**config.mk**
```make
export PLATFORM = sky130hd
export DESIGN_NAME = rv32i_regalu_datapath
export DESIGN_NICKNAME = d
export VERILOG_FILES = /design/src/rtl/rv32i_regalu_datapath_pkg.sv /design/src/rtl/rv32i_regalu_datapath_register.sv /design/src/rtl/rv32i_regalu_datapath.sv
export SDC_FILE = /design/constraint.sdc
export NUM_CORES = 2
export LEC_CHECK = 0
export CORE_AREA = 2 2 302 602
export DETAILED_ROUTE_END_ITERATION = 8
export DIE_AREA = 0 0 304 604
export GPL_TIMING_DRIVEN = 1
export PLACE_DENSITY_LB_ADDON = 0.3
export SLEW_MARGIN = 30
export SYNTH_ARGS = -nofsm -noshare
export SYNTH_HDL_FRONTEND = slang
export SYNTH_SLANG_ARGS = --single-unit
```
**constraint.sdc**
```tcl
create_clock -name clk -period 7.06 [get_ports clk]
set_input_delay 0.706 -clock clk [delete_from_list [all_inputs] [get_ports clk]]
set_output_delay 0.706 -clock clk [all_outputs]
set_load 0.02 [all_outputs]
```
**src/rtl/rv32i_regalu_datapath_pkg.sv**
```systemverilog
// Shared types for the RV32I multicycle datapath and its control unit.
//   alu_control_t : 4-bit ALU operation select driven by the control FSM.
//   alu_name()    : operation name string for debug printing.
//   OP_* / FUNCT3_* / FUNCT7_* : instruction decode constants for the control unit.
package rv32i_regalu_datapath_pkg;

  typedef enum logic [3:0] {
    ALU_INVALID = 4'b0000,
    ALU_AND     = 4'b0001,
    ALU_OR      = 4'b0010,
    ALU_XOR     = 4'b0011,
    ALU_SLL     = 4'b0101,
    ALU_SRL     = 4'b0110,
    ALU_SRA     = 4'b0111,
    ALU_ADD     = 4'b1000,
    ALU_SUB     = 4'b1100,
    ALU_SLT     = 4'b1101,
    ALU_SLTU    = 4'b1111
  } alu_control_t;

  localparam logic [6:0] OP_RTYPE = 7'b0110011;
  localparam logic [6:0] OP_ITYPE = 7'b0010011;
  localparam logic [6:0] OP_LTYPE = 7'b0000011;
  localparam logic [6:0] OP_STYPE = 7'b0100011;
  localparam logic [6:0] OP_BTYPE = 7'b1100011;
  localparam logic [6:0] OP_JAL   = 7'b1101111;

  localparam logic [2:0] FUNCT3_ADD  = 3'b000;
  localparam logic [2:0] FUNCT3_SLL  = 3'b001;
  localparam logic [2:0] FUNCT3_SLT  = 3'b010;
  localparam logic [2:0] FUNCT3_SLTU = 3'b011;
  localparam logic [2:0] FUNCT3_XOR  = 3'b100;
  localparam logic [2:0] FUNCT3_SHR  = 3'b101;
  localparam logic [2:0] FUNCT3_OR   = 3'b110;
  localparam logic [2:0] FUNCT3_AND  = 3'b111;

  localparam logic [6:0] FUNCT7_BASE = 7'b0000000;
  localparam logic [6:0] FUNCT7_ALT  = 7'b0100000;

  function automatic string alu_name(alu_control_t op);
    case (op)
      ALU_AND:  return "AND";
      ALU_OR:   return "OR";
      ALU_XOR:  return "XOR";
      ALU_SLL:  return "SLL";
      ALU_SRL:  return "SRL";
      ALU_SRA:  return "SRA";
      ALU_ADD:  return "ADD";
      ALU_SUB:  return "SUB";
      ALU_SLT:  return "SLT";
      ALU_SLTU: return "SLTU";
      default:  return "INVALID";
    endcase
  endfunction

endpackage

```
**src/rtl/rv32i_regalu_datapath_register.sv**
```systemverilog
// Generic N-bit state flop with synchronous active-high reset and load enable.
//   clk, rst : clock, synchronous reset to RESET
//   ena      : load d into q on the rising edge
//   d / q    : next / current value
module rv32i_regalu_datapath_register #(
  parameter int unsigned   N     = 32,
  parameter logic [N-1:0]  RESET = '0
) (
  input  logic         clk,
  input  logic         rst,
  input  logic         ena,
  input  logic [N-1:0] d,
  output logic [N-1:0] q
);

  always_ff @(posedge clk) begin
    if (rst) begin
      q <= RESET;
    end else if (ena) begin
      q <= d;
    end
  end

endmodule

```
**src/rtl/rv32i_regalu_datapath.sv**
```systemverilog
// Datapath core of the RV32I multicycle CPU: 32x32 register file, combinational
// ALU, and the PC / PC_old / ALU-out registers. All sequencing comes from the
// control unit; this block only holds architectural state and computes results.
//   clk, rst          : clock, synchronous active-high reset (beats ena and writes)
//   ena               : global enable, 0 freezes every piece of state
//   pc_ena, pc_d      : load pc_q <= pc_d and pc_old_q <= pc_q together
//   pc_q, pc_old_q    : current PC and PC of the executing instruction
//   rf_wr_*           : register-file write port (x0 is hardwired to zero)
//   rf_rd_addr0/1     : asynchronous read ports, no write bypass
//   alu_a/b/control   : ALU operands and operation select
//   alu_result        : combinational ALU result, alu_out_q its registered copy
//   overflow/zero/equal : ALU status flags
module rv32i_regalu_datapath
  import rv32i_regalu_datapath_pkg::*;
#(
  parameter logic [31:0] PC_START_ADDRESS = 32'h0
) (
  input  logic        clk,
  input  logic        rst,
  input  logic        ena,
  input  logic        pc_ena,
  input  logic [31:0] pc_d,
  output logic [31:0] pc_q,
  output logic [31:0] pc_old_q,
  input  logic        rf_wr_ena,
  input  logic [4:0]  rf_wr_addr,
  input  logic [31:0] rf_wr_data,
  input  logic [4:0]  rf_rd_addr0,
  input  logic [4:0]  rf_rd_addr1,
  output logic [31:0] rf_rd_data0,
  output logic [31:0] rf_rd_data1,
  input  logic [31:0] alu_a,
  input  logic [31:0] alu_b,
  input  logic [3:0]  alu_control,
  output logic [31:0] alu_result,
  output logic [31:0] alu_out_q,
  output logic        overflow,
  output logic        zero,
  output logic        equal
);

  // ---------------- PC pair and ALU-out registers ----------------
  logic pc_load;
  assign pc_load = ena & pc_ena;

  rv32i_regalu_datapath_register #(.N(32), .RESET(PC_START_ADDRESS)) u_pc (
    .clk(clk), .rst(rst), .ena(pc_load), .d(pc_d), .q(pc_q)
  );

  // Captures the pre-update PC on the same edge the PC advances.
  rv32i_regalu_datapath_register #(.N(32), .RESET(32'h0)) u_pc_old (
    .clk(clk), .rst(rst), .ena(pc_load), .d(pc_q), .q(pc_old_q)
  );

  rv32i_regalu_datapath_register #(.N(32), .RESET(32'h0)) u_alu_out (
    .clk(clk), .rst(rst), .ena(ena), .d(alu_result), .q(alu_out_q)
  );

  // ---------------- Register file ----------------
  logic [31:0] regs_q [32];

  always_ff @(posedge clk) begin
    if (rst) begin
      for (int i = 0; i < 32; i++) begin
        regs_q[i] <= 32'h0;
      end
    end else if (ena && rf_wr_ena && (rf_wr_addr != 5'd0)) begin
      regs_q[rf_wr_addr] <= rf_wr_data;
    end
  end

  // x0 is forced to zero on the read side; no bypass of the in-flight write.
  assign rf_rd_data0 = (rf_rd_addr0 == 5'd0) ? 32'h0 : regs_q[rf_rd_addr0];
  assign rf_rd_data1 = (rf_rd_addr1 == 5'd0) ? 32'h0 : regs_q[rf_rd_addr1];

  // ---------------- ALU ----------------
  alu_control_t alu_op;
  logic [4:0]   shamt;

  assign alu_op = alu_control_t'(alu_control);
  assign shamt  = alu_b[4:0];

  always_comb begin
    alu_result = 32'h0;
    overflow   = 1'b0;
    case (alu_op)
      ALU_AND:  alu_result = alu_a & alu_b;
      ALU_OR:   alu_result = alu_a | alu_b;
      ALU_XOR:  alu_result = alu_a ^ alu_b;
      ALU_SLL:  alu_result = alu_a << shamt;
      ALU_SRL:  alu_result = alu_a >> shamt;
      ALU_SRA:  alu_result = $unsigned($signed(alu_a) >>> shamt);
      ALU_ADD: begin
        alu_result = alu_a + alu_b;
        // Same-sign operands producing a differently signed sum.
        overflow   = (alu_a[31] == alu_b[31]) && (alu_result[31] != alu_a[31]);
      end
      ALU_SUB: begin
        alu_result = alu_a - alu_b;
        // a + ~b view: operands of opposite sign and result sign flipped from a.
        overflow   = (alu_a[31] != alu_b[31]) && (alu_result[31] != alu_a[31]);
      end
      ALU_SLT:  alu_result = {31'h0, ($signed(alu_a) < $signed(alu_b))};
      ALU_SLTU: alu_result = {31'h0, (alu_a < alu_b)};
      default: begin
        alu_result = 32'h0;
        overflow   = 1'b0;
      end
    endcase
  end

  assign zero  = (alu_result == 32'h0);
  assign equal = (alu_a == alu_b);

endmodule

```
==> results.py <==
metrics = {
    "sta": {
        "finalWorstSetupSlack_ns": 0.1200,
        "timing.hold.ws_ns": 0.4579,
        "fmax_ghz": 0.1441,
        "slew-limit-headroom": 0.2528,
        "rsz0062_at_grt": "false",
        "fin_crit_ns": 6.940,
        "worst_pin_slew_ns": 1.090,
        "clock_skew_ns": 0.01296,
        "drv_slew": 0,
        "setup_viol_count_final": 0,
        "fin_crit_sh": 0.9830,
        "finalHoldViolCount": 0,
    },
    "grt": {
        "grt_pass1_vias": 50788,
        "grt_pass1_wl_mm": 396.9,
        "grt_antenna_before_repair": 39,
        "grtUsageTotal": 0.3124,
        "grt_start_max_net_pins": 114,
        "overflow": 0,
    },
    "critical_path": {
        "path_cells": "clkdlybuf4s50_1 > inv_1 > ha_1 > inv_1 > fa_1 > nor2b_1 > o311a_1 > o311ai_0 > o21ai_0 > xnor2_1 > o211a_1 > nand2_1 > nor4_1 > buf_4 > nand4_1 > nor4b_1 > buf_4 > and4_1 > clkdlybuf4s50_1",
        "worst_setup_path_end_kind": "output port",
        "cp_num_buf_inv": 6,
        "reg2reg_to": "u_alu_out.q[9]",
        "worst_r2r_path_depth": 2,
        "critPathKind": "in -> out",
        "reg2reg_slack_ns": 6.22,
        "slowest_stage": "clkdlybuf4s50_1",
        "worstPathArrival_ns": 6.23,
        "crit_family": "buffers and inverters",
        "worstSetupStartpointType": "input pin",
        "crit_path_max_incr_delay_ns": 0.62,
        "rr_startpoint": "u_alu_out.q[9]",
        "cp.required_ns": 6.35,
        "path_max_fanout": 6,
    },
    "clock_tree": {
        "cts.sinks": 1120,
        "h-tree-depth": 3,
        "cts_tree": "yes",
        "cts-root-buf": "clkbuf_16",
        "cts.clk_slew.worst_paths_ns": 0.07,
        "clk_latency_ns": 0.73,
        "cts_buffers": 103,
        "clockBufferDepth": 3,
    },
    "place": {
        "dp_hpwl_mm": 192.6,
        "gp_congestion": 1.107,
        "post_dp_cell_area_sq_um": 74370,
        "portBuffers": 346,
        "dp_slack_ns": 0.1023,
    },
    "layout": {
        "final_common_cell": "edfxtp_1",
        "syn_to_final_growth_pct": 15.46,
        "final_core_util": 0.4349,
        "fin_area_sq_um": 77940,
        "final_nets": 5599,
        "drive_gt1_frac": 0.2293,
        "final_cell_mix": "edfxtp_1, and2_1, mux4_2",
    },
    "job": {
        "cap_violations": 0,
    },
    "hold_path": {
        "hp-class": "reg -> reg",
        "holdPathEnd": "u_pc_old.q[31]",
        "hold_start": "u_pc_old.q[31]",
        "holdPathStages": 2,
    },
    "logic_synthesis": {
        "ys_ff_latch": 1120,
        "avgSynthCellArea_sq_um": 13.25,
        "synth_top_area_share": 0.4555,
        "synthCells": 5095,
        "ys_seq_area_frac": 0.4840,
        "ys_warn_count": 0,
        "async_reset_ff_frac": 0,
        "synth-edff-count": 1024,
        "yosysTopAreaCell": "edfxtp_1",
        "synth_area_leaders": "edfxtp_1, mux4_2, and2_1, dfxtp_1, mux2i_1",
        "netlist_area_sq_um": 67500,
        "ys.flop_type": "edfxtp_1",
        "ys_types": 91,
    },
    "drt": {
        "drc": 0,
        "antenna_left": 0,
        "wire_per_inst_microns": 37.32,
        "routed-via-count": 48831,
        "drt-total-wl_mm": 290.4,
        "drtIter0Drc": 4948,
        "dr.pass1.iters": 6,
        "drt-vias-per-instance": 6.275,
    },
    "power_and_ir_drop": {
        "p_per_area_nw_per_um2": 218.9,
        "max-vdd-ir-drop_v": 0.0001949,
        "p_leak_nw": 27.34,
        "fin_total_pwr_mw": 17.06,
    },
    "die": {
        "floorplan.core_area_sq_um": 179200,
        "die_height_microns": 604,
        "initial_core_util": 0.3767,
        "rows": 220,
        "io_pins": 347,
        "die_x_microns": 304,
        "die_area_sq_um": 183600,
    },
    "run_status": {
        "status": "complete, no violations",
    },
}
-- metal layers --
| layer | up-vias | wire, microns | track usage | share of wire |
|---|---|---|---|---|
| li1 | 19824 | - | - | - |
| met1 | 24749 | 84970 | 0.2927 | 0.29 |
| met2 | 3075 | 152000 | 0.5693 | 0.52 |
| met3 | 1169 | 21970 | 0.06313 | 0.076 |
| met4 | 14 | 31390 | 0.2829 | 0.11 |
| met5 | - | 116 | 0 | 0.00040 |
-- cells in the mapped netlist, drive strengths merged, types with 18 or more instances --
| cell type | n |
|---|---|
| a211oi | 35 |
| xnor2 | 24 |
| a22oi | 31 |
| inv | 113 |
| clkbuf | 374 |
| nor3 | 43 |
| dfxtp | 96 |
| mux4 | 673 |
| nand3 | 49 |
| nor2 | 271 |
| a31oi | 18 |
| a21oi | 184 |
| and2 | 1007 |
| buf | 123 |
| ha | 103 |
| nor2b | 19 |
| nand2b | 22 |
| or2 | 38 |
| mux2i | 153 |
| o22ai | 31 |
| o31ai | 21 |
| nand2 | 246 |
| o21ai | 87 |
| nor4 | 19 |
| edfxtp | 1024 |
| o211ai | 32 |
| mux2 | 30 |
-- where the power goes --
part           internal [mW]  leakage (nW)  switching (mW)
registers               7.57          10.5           0.169
logic                   1.38          15.1            2.01
clock network           3.24          1.70            2.68
-- worst reg2reg max path: stages, from the launching register on --
cell      delay, ns
dfxtp_1        0.41
nor2_1         0.06
a311oi_1       0.27
-- kinds of logic after synthesis --
logic type      synth area share
simple gates              0.1464
flops                     0.4840
mux                       0.2526
buf+inv                  0.03614
compound gates           0.05781
fa+ha+maj                0.01968
xor+xnor                0.003374
other cells           0.00005555
-- cell type report --
class,instances,area (sq um)
antenna,22,55.05
clock buffer,131,2738
clock inverter,61,745.7
fill,16245,101300
inverter,114,427.9
multi-input combinational,3395,32850
sequential,1120,32670
tap,2331,2917
timing repair buffer,608,5530
-- registers in the layout, indices dropped and copies added (netlist names) --
name / count
regs_q: 1024
u_pc_old.q: 32
u_alu_out.q: 32
u_pc.q: 32
-- stage by stage --
step           instances  setup TNS, ns
3_5_place_dp        7566              0
4_1_cts             7758              0
3_3_place_gp        7566       -0.06858
2_1_floorplan       5126              0
6_report            7782              0
5_1_grt             7769              0
-- worst max-delay path by stage --
| stage | startpoint | end | slack (ns) | cells past startpoint |
|---|---|---|---|---|
| after floorplan | alu_b[2] | zero | 1.58 | 18 |
| after global placement | alu_a[15] | zero | -0.07 | 18 |
| after detailed placement | alu_a[15] | zero | 0.10 | 18 |
| after CTS | alu_a[15] | zero | 0.05 | 18 |
| after global routing | alu_a[0] | zero | 0.04 | 19 |
| final | alu_a[0] | zero | 0.12 | 19 |
-- repair_timing --
item / 4_1_cts / 5_1_grt
setup buffers: 0 / 0
resized for setup: 0 / 5
hold buffers: 0 / 0
setup endpoints to repair: 0 / 1
Power figures use the tool's default switching activity.
